## config.mk

```make
export PLATFORM = sky130hd
export DESIGN_NAME = factor_search
export DESIGN_NICKNAME = d
export VERILOG_FILES = /design/src/rtl/factor_search_pkg.sv /design/src/rtl/factor_pair_check.sv /design/src/rtl/factor_search.sv
export SDC_FILE = /design/constraint.sdc
export NUM_CORES = 1
export LEC_CHECK = 0
export BUFFER_PORTS_ARGS = -buffer_cell sky130_fd_sc_hd__buf_4
export CORE_MARGIN = 3
export CORE_UTILIZATION = 45
export DETAILED_ROUTE_END_ITERATION = 8
export GPL_TIMING_DRIVEN = 0
export MAX_ROUTING_LAYER = met4
export PLACE_DENSITY = 0.68
export SYNTH_ARGS = -nofsm -noshare
export SYNTH_HDL_FRONTEND = slang
export SYNTH_SLANG_ARGS = --single-unit
```

## constraint.sdc

```tcl
create_clock -name clk -period 1.96 [get_ports clk]
set_input_delay 0.392 -clock clk [delete_from_list [all_inputs] [get_ports clk]]
set_output_delay 0.392 -clock clk [all_outputs]
set_load 0.03 [all_outputs]
```

## src/rtl/factor_search_pkg.sv

```systemverilog
`default_nettype none
// ============================================================================
// Module   : factor_search_pkg
// Purpose  : Shared types, constants and helpers for the factor search block.
//            - state_t    : FSM state encoding (IDLE, SEARCH, RESP)
//            - FACTOR_ONE : the factor value that is never a legal candidate
//            - next_cand  : candidate successor, skipping the value 1
// Revision : 1.0 - initial release
// ============================================================================
package factor_search_pkg;

    typedef enum logic [1:0] {
        IDLE   = 2'd0,
        SEARCH = 2'd1,
        RESP   = 2'd2
    } state_t;

    localparam int unsigned FACTOR_ONE = 1;

    // Successor of a candidate: v+1, except that 0 jumps straight to 2 so the
    // trivial factor 1 is never evaluated.
    function automatic int unsigned next_cand(input int unsigned v);
        return (v == 0) ? 32'd2 : v + 32'd1;
    endfunction

endpackage
`default_nettype wire

```

## src/rtl/factor_pair_check.sv

```systemverilog
`default_nettype none
// ============================================================================
// Module   : factor_pair_check
// Purpose  : Combinational test of one candidate pair against a product.
// Ports    : y     in  2W  product being factored
//            x1    in  W   smaller candidate factor
//            x2    in  W   larger candidate factor
//            hit   out 1   x1*x2 == y and neither factor equals 1
//            sq_gt out 1   x1*x1 > y (no larger-x1 pair can still hit)
// Revision : 1.0 - initial release
// ============================================================================
module factor_pair_check
    import factor_search_pkg::*;
#(
    parameter int W = 2
) (
    input  logic [2*W-1:0] y,
    input  logic [W-1:0]   x1,
    input  logic [W-1:0]   x2,
    output logic           hit,
    output logic           sq_gt
);

    localparam logic [W-1:0] c_one = W'(FACTOR_ONE);

    logic [2*W-1:0] w_prod;
    logic [2*W-1:0] w_sq;

    // Zero-extend before multiplying so the product is never truncated.
    assign w_prod = {{W{1'b0}}, x1} * {{W{1'b0}}, x2};
    assign w_sq   = {{W{1'b0}}, x1} * {{W{1'b0}}, x1};

    assign hit   = (w_prod == y) && (x1 != c_one) && (x2 != c_one);
    assign sq_gt = (w_sq > y);

endmodule
`default_nettype wire

```

## src/rtl/factor_search.sv

```systemverilog
`default_nettype none
// ============================================================================
// Module   : factor_search
// Purpose  : Sequential factor generator. Accepts a 2W-bit product and walks
//            candidate pairs (x1 <= x2, neither equal to 1) one per cycle,
//            returning the first pair whose product matches, or not-found.
// Ports    : clk        in  1   clock
//            rst_n      in  1   synchronous active-low reset
//            req_valid  in  1   request present
//            req_ready  out 1   ready for a request (IDLE only)
//            req_y      in  2W  product to factor
//            rsp_valid  out 1   result present (RESP only)
//            rsp_ready  in  1   consumer takes the result
//            rsp_found  out 1   a valid pair was found
//            rsp_x1     out W   smaller factor (0 when not found)
//            rsp_x2     out W   larger factor (0 when not found)
//            busy       out 1   search in progress
// Config   : FACTOR_EARLY_EXIT_EN - when defined, the search ends as soon as
//            x1*x1 exceeds the product (same results, lower latency).
// Revision : 1.0 - initial release
// ============================================================================
module factor_search
    import factor_search_pkg::*;
#(
    parameter int W = 2
) (
    input  logic           clk,
    input  logic           rst_n,
    input  logic           req_valid,
    output logic           req_ready,
    input  logic [2*W-1:0] req_y,
    output logic           rsp_valid,
    input  logic           rsp_ready,
    output logic           rsp_found,
    output logic [W-1:0]   rsp_x1,
    output logic [W-1:0]   rsp_x2,
    output logic           busy
);

    localparam logic [W-1:0] c_max = {W{1'b1}};

    state_t         r_state, w_state_nxt;
    logic [2*W-1:0] r_y,     w_y_nxt;
    logic [W-1:0]   r_x1,    w_x1_nxt;
    logic [W-1:0]   r_x2,    w_x2_nxt;
    logic           r_found, w_found_nxt;
    logic [W-1:0]   r_rx1,   w_rx1_nxt;
    logic [W-1:0]   r_rx2,   w_rx2_nxt;

    logic           w_hit;
    logic           w_sq_gt;
    logic [W-1:0]   w_x1_succ;
    logic [W-1:0]   w_x2_succ;

    factor_pair_check #(
        .W (W)
    ) u_check (
        .y     (r_y),
        .x1    (r_x1),
        .x2    (r_x2),
        .hit   (w_hit),
        .sq_gt (w_sq_gt)
    );

`ifndef FACTOR_EARLY_EXIT_EN
    logic w_unused_sq_gt;
    assign w_unused_sq_gt = w_sq_gt;
`endif

    // Successors never overflow in use: each is only taken while the
    // corresponding register is below its maximum value.
    assign w_x1_succ = W'(next_cand(32'(r_x1)));
    assign w_x2_succ = W'(next_cand(32'(r_x2)));

    always_ff @(posedge clk) begin
        if (!rst_n) begin
            r_state <= IDLE;
            r_y     <= '0;
            r_x1    <= '0;
            r_x2    <= '0;
            r_found <= 1'b0;
            r_rx1   <= '0;
            r_rx2   <= '0;
        end else begin
            r_state <= w_state_nxt;
            r_y     <= w_y_nxt;
            r_x1    <= w_x1_nxt;
            r_x2    <= w_x2_nxt;
            r_found <= w_found_nxt;
            r_rx1   <= w_rx1_nxt;
            r_rx2   <= w_rx2_nxt;
        end
    end

    always_comb begin
        w_state_nxt = r_state;
        w_y_nxt     = r_y;
        w_x1_nxt    = r_x1;
        w_x2_nxt    = r_x2;
        w_found_nxt = r_found;
        w_rx1_nxt   = r_rx1;
        w_rx2_nxt   = r_rx2;

        case (r_state)
            IDLE: begin
                if (req_valid) begin
                    w_y_nxt     = req_y;
                    w_x1_nxt    = '0;
                    w_x2_nxt    = '0;
                    w_state_nxt = SEARCH;
                end
            end

            SEARCH: begin
                if (w_hit) begin
                    w_found_nxt = 1'b1;
                    w_rx1_nxt   = r_x1;
                    w_rx2_nxt   = r_x2;
                    w_state_nxt = RESP;
                end
`ifdef FACTOR_EARLY_EXIT_EN
                else if (w_sq_gt) begin
                    w_found_nxt = 1'b0;
                    w_rx1_nxt   = '0;
                    w_rx2_nxt   = '0;
                    w_state_nxt = RESP;
                end
`endif
                else if ((r_x2 == c_max) && (r_x1 == c_max)) begin
                    w_found_nxt = 1'b0;
                    w_rx1_nxt   = '0;
                    w_rx2_nxt   = '0;
                    w_state_nxt = RESP;
                end else if (r_x2 == c_max) begin
                    // Advance x1 and restart x2 at the new x1 (keeps x1 <= x2).
                    w_x1_nxt = w_x1_succ;
                    w_x2_nxt = w_x1_succ;
                end else begin
                    w_x2_nxt = w_x2_succ;
                end
            end

            RESP: begin
                if (rsp_ready) begin
                    w_state_nxt = IDLE;
                end
            end

            default: begin
                w_state_nxt = IDLE;
            end
        endcase
    end

    assign req_ready = (r_state == IDLE);
    assign busy      = (r_state == SEARCH);
    assign rsp_valid = (r_state == RESP);
    assign rsp_found = r_found;
    assign rsp_x1    = r_rx1;
    assign rsp_x2    = r_rx2;

endmodule
`default_nettype wire

```

==> results of run 1 <==
==> stage by stage <==
stage	power, mW	hold WS [ps]	cells
2_1_floorplan	0.449	448	89
3_3_place_gp	0.492	456	120
3_5_place_dp	0.494	463	120
4_1_cts	0.677	343	126
5_1_grt	0.715	344	130
6_report	0.678	344	130
==> cell type report <==
cell class / instances / area (sq um) / area share
tap: 16 / 20.0 / 0.0191
multi-input combinational: 67 / 500 / 0.477
inverter: 5 / 21.3 / 0.0203
clock buffer: 4 / 26.3 / 0.0250
sequential: 15 / 309 / 0.294
timing repair buffer: 21 / 158 / 0.150
buffer: 2 / 15.0 / 0.0143
==> placed cells by master, fill, tap and decap left out, types with 2 or more instances in the layout <==
| cell | Yosys | layout |
|---|---|---|
| o21a_1 | 2 | 2 |
| ha_4 | 0 | 2 |
| nand2b_1 | 2 | 2 |
| buf_4 | 0 | 21 |
| nand4b_1 | 2 | 2 |
| inv_1 | 3 | 3 |
| and2_4 | 0 | 2 |
| nand2_1 | 15 | 15 |
| a31oi_1 | 2 | 2 |
| clkbuf_4 | 0 | 3 |
| a21oi_1 | 7 | 7 |
| nand3_1 | 9 | 9 |
| dfxtp_4 | 0 | 2 |
| mux2i_1 | 3 | 3 |
| clkbuf_1 | 1 | 2 |
| dfxtp_1 | 15 | 12 |
| xnor2_2 | 1 | 2 |
| nor2_1 | 5 | 5 |
==> state kept, by name, indices dropped and copies added, names as in the netlist <==
signal / flops
r_y: 4
r_state: 2
r_x1: 2
rsp_found: 1
rsp_x1: 2
rsp_x2: 2
r_x2: 2
==> where the power goes <==
| group | total [mW] | switching [mW] | internal, mW |
|---|---|---|---|
| logic | 0.165 | 0.0951 | 0.0695 |
| registers | 0.334 | 0.0152 | 0.318 |
| clock network | 0.180 | 0.101 | 0.0790 |
==> cells by family after synthesis <==
| kind of cell | synth area share |
|---|---|
| AO/OA/AOI/OAI | 0.157 |
| XOR/XNOR | 0.0536 |
| adder cells (fa/ha/maj) | 0.0315 |
| buffers and inverters | 0.0457 |
| flip-flops | 0.378 |
| multiplexers | 0.0378 |
| AND/OR/NAND/NOR | 0.296 |
==> final timing paths <==
path                  start        end  slack, ps  cells past startpoint
setup / recovery    r_x2[0]  rsp_x2[0]         70                      8
hold / removal     req_y[2]     r_y[2]        340                      3
setup reg to reg    r_x2[0]  rsp_x2[0]         70                      8
hold reg to reg   rsp_x1[1]  rsp_x1[1]        470                      2
==> layer usage <==
layer / vias to the layer above / part of all wire
met2: 12 / 0.45
met4: 0 / 0.013
li1: 363 / -
met3: 4 / 0.033
met1: 301 / 0.51
met5: - / 0
==> worst max-delay path, delay by kind of cell (launching register included) <==
family | cells | cell delay, ps
flip-flops | 1 | 320
buffers and inverters | 1 | 110
XOR/XNOR | 1 | 160
multiplexers | 1 | 190
adder cells (fa/ha/maj) | 1 | 220
AO/OA/AOI/OAI | 1 | 240
AND/OR/NAND/NOR | 3 | 570
==> repair_timing <==
action                                  in CTS  in global routing
pin swaps                                    3                  2
resized for setup                            8                  3
setup buffers                                2                  4
endpoints found under the setup margin       9                  8
cloned                                       0                  0
==> impl_metrics.toml, run 1 <==
[grt]
antenna_found_initial = 0
grt_pass1_wl_microns = 2700
grt_max_degree = 11
grt_util_met3 = 0.0338
top_usage_layer = "met2"
first_global_vias = 584
gr-usage-met1 = 0.231
grt_usage = 0.178
grt.met2_usage = 0.264
grt_overflow = 0

[sta]
slew-limit-headroom = 0.716
rsz0062_at_grt = "true"
fmax_mhz = 529
layout_setup_ws_ps = 69.1
min_period_ps = 1890
finalCritPeriodShare = 0.965
finClkSkew_ps = 0.390
final-max-slew-violation-count = 0
finalHoldViolCount = 0
worstMarginPinSlew_ps = 425
fin_setup_tns_ps = 0
setup_viol = 0

[finish]
area_growth_pct = 32.1
finalNetCount = 125
final_util = 0.666
drive_gt1_frac = 0.368
diodes = 0
final_cell_area_sq_um = 1050
fill_cells = 139

[critical_path]
worstPathMaxFanout = 8
cp.required_ps = 2180
path_cells = "buf_6, and2_4, ha_4, xor2_2, a221oi_4, nand4_4, nor2_8, mux2i_1"
arrival_ps = 2110
slowest_stage = "dfxtp_2"
critPathMaxStageDelay_ps = 320
end_kind = "register"
critPathKind = "reg2reg"
cp-start-kind = "register"

[synth]
synth_cells = 89
synth_nets = 99
synth.avg_cell_area_sq_um = 8.93
synth-seq-cells = 15
synth_common_cells = "dfxtp_1 (15), nand2_1 (15), nand3_1 (9)"
synthesis.area_sq_um = 795
yosys_warnings = 0
synth_area_leaders = "dfxtp_1 (38%), nand2_1 (7.1%), nand3_1 (5.7%)"
synth_top_area_share = 0.378
ys.flop_type = "dfxtp_1"
async_flop_share = 0
yosys.area.top_type = "dfxtp_1"
synth-edff-count = 0
synth_cell_types = 32
ys_seq_area_frac = 0.378

[clock_tree]
cts.path.max_buffers = 2
cts_max_level = 1
hold_buffers = 0
clock_latency_ps = 280
cts_tree = "built"
cts_buffers = 3
cts_sinks = 15
cts_root_buffer = "clkbuf_4"
clk_pin_slew_ps = 90

[floorplan]
top_level_ports = 16
coreArea_sq_um = 1580
die_h_microns = 48.0
die_area_sq_um = 2310
rows = 14
initial_core_util = 0.504
die_w_microns = 48.0

[routing]
ant_nets = 0
first_iter_violations = 18
num_vias = 680
dr.pass1.iters = 4
wl_microns = 1750
drc = 0
via_per_inst = 5.23
wl_per_cell_microns = 13.5

[placement]
pre_cts_slack_ps = -89.0
post_dp_cell_area_sq_um = 927
portBuffers = 15
routabilityCongestion = 0.746
dp_hpwl_microns = 1160

[power]
power.leakage_nw = 0.424
p_per_area_nw_per_um2 = 646
ir_worst_vdd_v = 0.000383

[min_path]
hp-class = "in2reg"

[run]
maxCapViolations = 0

[status]
status = "complete, no violations"
Note: power is estimated with default switching activity, not from simulation.
==> run 2, diff against run 1 <==
--- a/config.mk
+++ b/config.mk
@@ -11,7 +11,7 @@
 export DETAILED_ROUTE_END_ITERATION = 8
 export GPL_TIMING_DRIVEN = 0
 export MAX_ROUTING_LAYER = met4
-export PLACE_DENSITY = 0.68
+export PLACE_DENSITY = 0.65
 export SYNTH_ARGS = -nofsm -noshare
 export SYNTH_HDL_FRONTEND = slang
 export SYNTH_SLANG_ARGS = --single-unit
==> constraint.sdc (replaced) <==
create_clock -name clk -period 2.22 [get_ports clk]
set_input_delay 0.444 -clock clk [delete_from_list [all_inputs] [get_ports clk]]
set_output_delay 0.444 -clock clk [all_outputs]
set_load 0.1 [all_outputs]
==> run 2 against run 1 <==
Net effect: largest cell class unchanged; flip-flop and latch count did not move; core utilization fell by 5.9 points; highest routed layer unchanged; die area did not move; largest power group unchanged.
==> impl_metrics.toml, run 2 (synthesis results as in run 1) <==
[status]
status = "complete, no violations"

[clock_tree]
clk_pin_slew_ps = 90
cts_setup_buffers = 0
cts_buffers = 3
clock_latency_ps = 290
hold_buffers = 0
cts_max_level = 1
post_cts_resized = 0
cts_root_buffer = "clkbuf_4"
cts_sinks = 15
cts.path.max_buffers = 2
cts_tree = "built"

[power]
finalPower_mw = 0.636
p_per_area_nw_per_um2 = 665
switching_share = 0.365
clock_power_share = 0.252
power.leakage_nw = 0.396
ir_worst_vdd_v = 0.000333
comb_power_share = 0.280
p_seq_frac = 0.468
p_int_mw = 0.404
p_sw_mw = 0.232

[sta]
fin_setup_tns_ps = 0
rsz0062_at_grt = "false"
finalHoldViolCount = 0
final-max-slew-violation-count = 0
slew-limit-headroom = 0.738
setup_viol = 0
finalCritPeriodShare = 0.920
worstMarginPinSlew_ps = 394
finClkSkew_ps = 5.85
min_period_ps = 2040
fmax_mhz = 490

[floorplan]
die_w_microns = 48.0
top_level_ports = 16
die_area_sq_um = 2310
rows = 14
die_h_microns = 48.0
coreArea_sq_um = 1580
initial_core_util = 0.504

[routing]
ant_nets = 0
dr.pass1.iters = 4
via_per_inst = 5.40
first_iter_violations = 11
num_vias = 670
drc = 0
wl_per_cell_microns = 13.1
wl_microns = 1620

[min_path]
holdCritStartpoint = "req_y[1]"
hp-class = "in2reg"
hold_end = "r_y[1]"
hold-path-cell-count = 3

[grt]
grt_usage = 0.167
grt.met2_usage = 0.219
top_usage_layer = "met1"
grt_pass1_wl_microns = 2560
antenna_found_initial = 0
grt_util_met3 = 0.0338
gr-usage-met1 = 0.231
first_global_vias = 565
grt_overflow = 0
grt_max_degree = 11

[finish]
fill_cells = 148
final_cell_mix = "nand2_1 (15), buf_4 (15), dfxtp_1 (15)"
largest_register_ffs = 4
finalNetCount = 119
drive_gt1_frac = 0.287
diodes = 0
area_growth_pct = 20.5
regMostFlops = "r_y"

[placement]
portBuffers = 15
routabilityCongestion = 0.764
dp_hpwl_microns = 1210

[critical_path]
reg2reg_slack_ps = 180
r2r.worst_path.cells = 7
cp.required_ps = 2450
end_kind = "register"
critPathKind = "reg2reg"
rr_startpoint = "r_x2[1]"
reg2reg_to = "rsp_x2[0]"
cp-start-kind = "register"
worstPathMaxFanout = 8
arrival_ps = 2270

[run]
maxCapViolations = 0
run 2: stage by stage:
stage	std cells	setup slack [ps]	util	area, sq um	hold WS, ps
6_report	124	177	0.607	957	397
5_1_grt	124	50.4	0.607	957	386
4_1_cts	124	164	0.607	957	391
3_5_place_dp	120	191	0.590	930	462
3_3_place_gp	120	207	0.590	930	458
2_1_floorplan	89	342	-	797	448
run 2: layer usage:
metal | routed length (microns) | share of wire
met4 | 32 | 0.020
met5 | 0 | 0
met1 | 794 | 0.49
met3 | 79 | 0.049
met2 | 714 | 0.44
run 2: how the worst max path moves through the flow:
stage	start	endpoint	slack (ps)	depth (start not counted)
floorplan	r_state[1]	r_x2[0]	340	5
CTS	r_x1[0]	rsp_x2[0]	160	7
global placement	r_x1[0]	rsp_x2[0]	210	7
detailed placement	r_x1[0]	rsp_x2[1]	190	7
global route	r_x1[0]	rsp_x2[1]	50	7
finish	r_x2[1]	rsp_x2[0]	180	7
run 2: final cells by class:
| type | count | area [sq um] | share of cell area |
|---|---|---|---|
| clock inverters | 1 | 5.00 | 0.00523 |
| repair buffers | 15 | 113 | 0.118 |
| plain buffers | 2 | 15.0 | 0.0157 |
| well taps | 16 | 20.0 | 0.0209 |
| multi-input cells | 67 | 460 | 0.481 |
| inverters | 5 | 21.3 | 0.0222 |
| flip-flops and latches | 15 | 300 | 0.314 |
| clock buffers | 3 | 22.5 | 0.0235 |
run 2: worst max-delay path: stages (launching register included):
cell	delay, ps
dfxtp_1	470
and2_2	220
ha_1	240
xor2_1	180
a221oi_4	230
nand4_4	230
nor2_8	190
mux2i_1	200
run 2: power by group through the flow:
stage               clock network (mW)  registers, mW  logic [mW]
detailed placement                   0          0.304       0.179
global route                     0.179          0.300       0.190
floorplan                            0          0.318       0.124
global placement                     0          0.304       0.177
finish                           0.161          0.298       0.178
CTS                              0.165          0.298       0.179
==> run 3, diff against run 2 <==
--- a/config.mk
+++ b/config.mk
@@ -12,6 +12,7 @@
 export GPL_TIMING_DRIVEN = 0
 export MAX_ROUTING_LAYER = met4
 export PLACE_DENSITY = 0.65
+export RECOVER_POWER = 25
 export SYNTH_ARGS = -nofsm -noshare
 export SYNTH_HDL_FRONTEND = slang
 export SYNTH_SLANG_ARGS = --single-unit
==> run 3 against run 2 <==
Net effect: die area unchanged; worst hold slack worse by 0.75 ps; critical path depth unchanged; highest routed layer unchanged; sequential share of layout area increased by 0.082 points; sequential power about the same; register-to-register slack barely moved; clock skew is 0.63 ps lower; global-route usage is the same; critical path type unchanged; core utilization fell by 0.16 points; largest power group unchanged; wire length up 0.68%.
==> impl_metrics.toml, run 3 (synthesis results as in run 1) <==
[critical_path]
path_cells = "and2_2, ha_1, xor2_1, a221oi_4, nand4_4, nor2_8, mux2i_1"
critPathTopFamily = "simple AND/OR/NAND/NOR gates"
critPathMaxStageDelay_ps = 480
end_kind = "register"
rr_startpoint = "r_x2[1]"
slowest_stage = "dfxtp_1"
r2r.worst_path.cells = 7
crit_buf_inv = 0
worstPathMaxFanout = 8
reg2reg_to = "rsp_x2[0]"
critPathKind = "reg2reg"
reg2reg_slack_ps = 170
arrival_ps = 2280
cp-start-kind = "register"
cp.required_ps = 2450

[finish]
final_cell_area_sq_um = 955
finalNetCount = 119
drive_gt1_frac = 0.287
diodes = 0
area_growth_pct = 20.2
regArea_sq_um = 300
largest_register_ffs = 4
multi_input_area_sq_um = 460
final_cell_mix = "nand2_1 (15), dfxtp_1 (15), buf_4 (14)"
fill_cells = 149
regMostFlops = "r_y"

[min_path]
hold-path-cell-count = 3
holdCritStartpoint = "req_y[1]"
hold_end = "r_y[1]"
hp-class = "in2reg"

[clock_tree]
cts_root_buffer = "clkbuf_4"
cts.path.max_buffers = 2
cts_tree = "built"
clock_latency_ps = 290
cts_sinks = 15
cts_buffers = 3
cts_setup_buffers = 0
hold_buffers = 0
cts_max_level = 1
clk_pin_slew_ps = 90
post_cts_resized = 0

[sta]
final-max-slew-violation-count = 0
fin_setup_tns_ps = 0
finalHoldViolCount = 0
holdWs_ps = 396
finClkSkew_ps = 5.22
worstMarginPinSlew_ps = 539
min_period_ps = 2050
fmax_mhz = 488
layout_setup_ws_ps = 169
setup_viol = 0
rsz0062_at_grt = "false"
slew-limit-headroom = 0.642
finalCritPeriodShare = 0.924

[placement]
pre_cts_slack_ps = 191
portBuffers = 15
routabilityCongestion = 0.764
dp_hpwl_microns = 1210
post_dp_cell_area_sq_um = 930

[routing]
wl_microns = 1630
wl_per_cell_microns = 13.2
dr.pass1.iters = 4
ant_nets = 0
via_per_inst = 5.40
drc = 0
num_vias = 670
first_iter_violations = 9

[power]
finalPower_mw = 0.636
ir_worst_vdd_v = 0.000333
p_per_area_nw_per_um2 = 667
power.leakage_nw = 0.395

[status]
status = "complete, no violations"

[grt]
grt_pass1_wl_microns = 2560
grt_max_degree = 11
grt_usage = 0.167
grt_overflow = 0
antenna_found_initial = 0
first_global_vias = 565

[floorplan]
die_area_sq_um = 2310
die_w_microns = 48.0
coreArea_sq_um = 1580
initial_core_util = 0.504
die_h_microns = 48.0
rows = 14
top_level_ports = 16

[run]
maxCapViolations = 0
run 3: changes by cell type in the layout (fill, tap and decap cells not counted):
cell,before,now
clkbuf_2,0,1
buf_4,15,14
run 3: worst max path at each step:
stage / startpoint / end / slack, ps / depth (start not counted)
floorplan: r_state[1] / r_x2[0] / 340 / 5
CTS: r_x1[0] / rsp_x2[0] / 160 / 7
finish: r_x2[1] / rsp_x2[0] / 170 / 7
global route: r_x1[0] / rsp_x2[1] / 50 / 7
detailed placement: r_x1[0] / rsp_x2[1] / 190 / 7
global placement: r_x1[0] / rsp_x2[0] / 210 / 7
run 3: layer usage:
layer  track usage  vias up  share of wire  wire (microns)
met3        0.0338        4          0.057              93
met4        0.0968        0          0.020              32
met2         0.219       20           0.44             710
li1              -      345              -               -
met1         0.231      301           0.49             795
met5             -        -              0               0
run 3: stage by stage:
| stage | utilization | cells |
|---|---|---|
| 6_report | 0.606 | 124 |
| 5_1_grt | 0.606 | 124 |
| 4_1_cts | 0.607 | 124 |
| 3_5_place_dp | 0.590 | 120 |
| 3_3_place_gp | 0.590 | 120 |
| 2_1_floorplan | - | 89 |
run 3: tightest hold or removal path, stage by stage:
cell and delay (ps):
buf_4 100, nand2_1 40, a21oi_1 50
run 3: cell type report:
cell class / instances / area share
Inverter: 5 / 0.0223
Multi-Input combinational cell: 67 / 0.482
Tap cell: 16 / 0.0210
Clock buffer: 3 / 0.0236
Buffer: 2 / 0.0157
Clock inverter: 1 / 0.00524
Timing Repair Buffer: 15 / 0.115
Sequential cell: 15 / 0.315
run 3: power by group:
group	total, mW	internal [mW]	switching [mW]
registers	0.298	0.283	0.0148
logic	0.178	0.0539	0.124
clock network	0.161	0.0671	0.0939
total	0.636	0.404	0.233
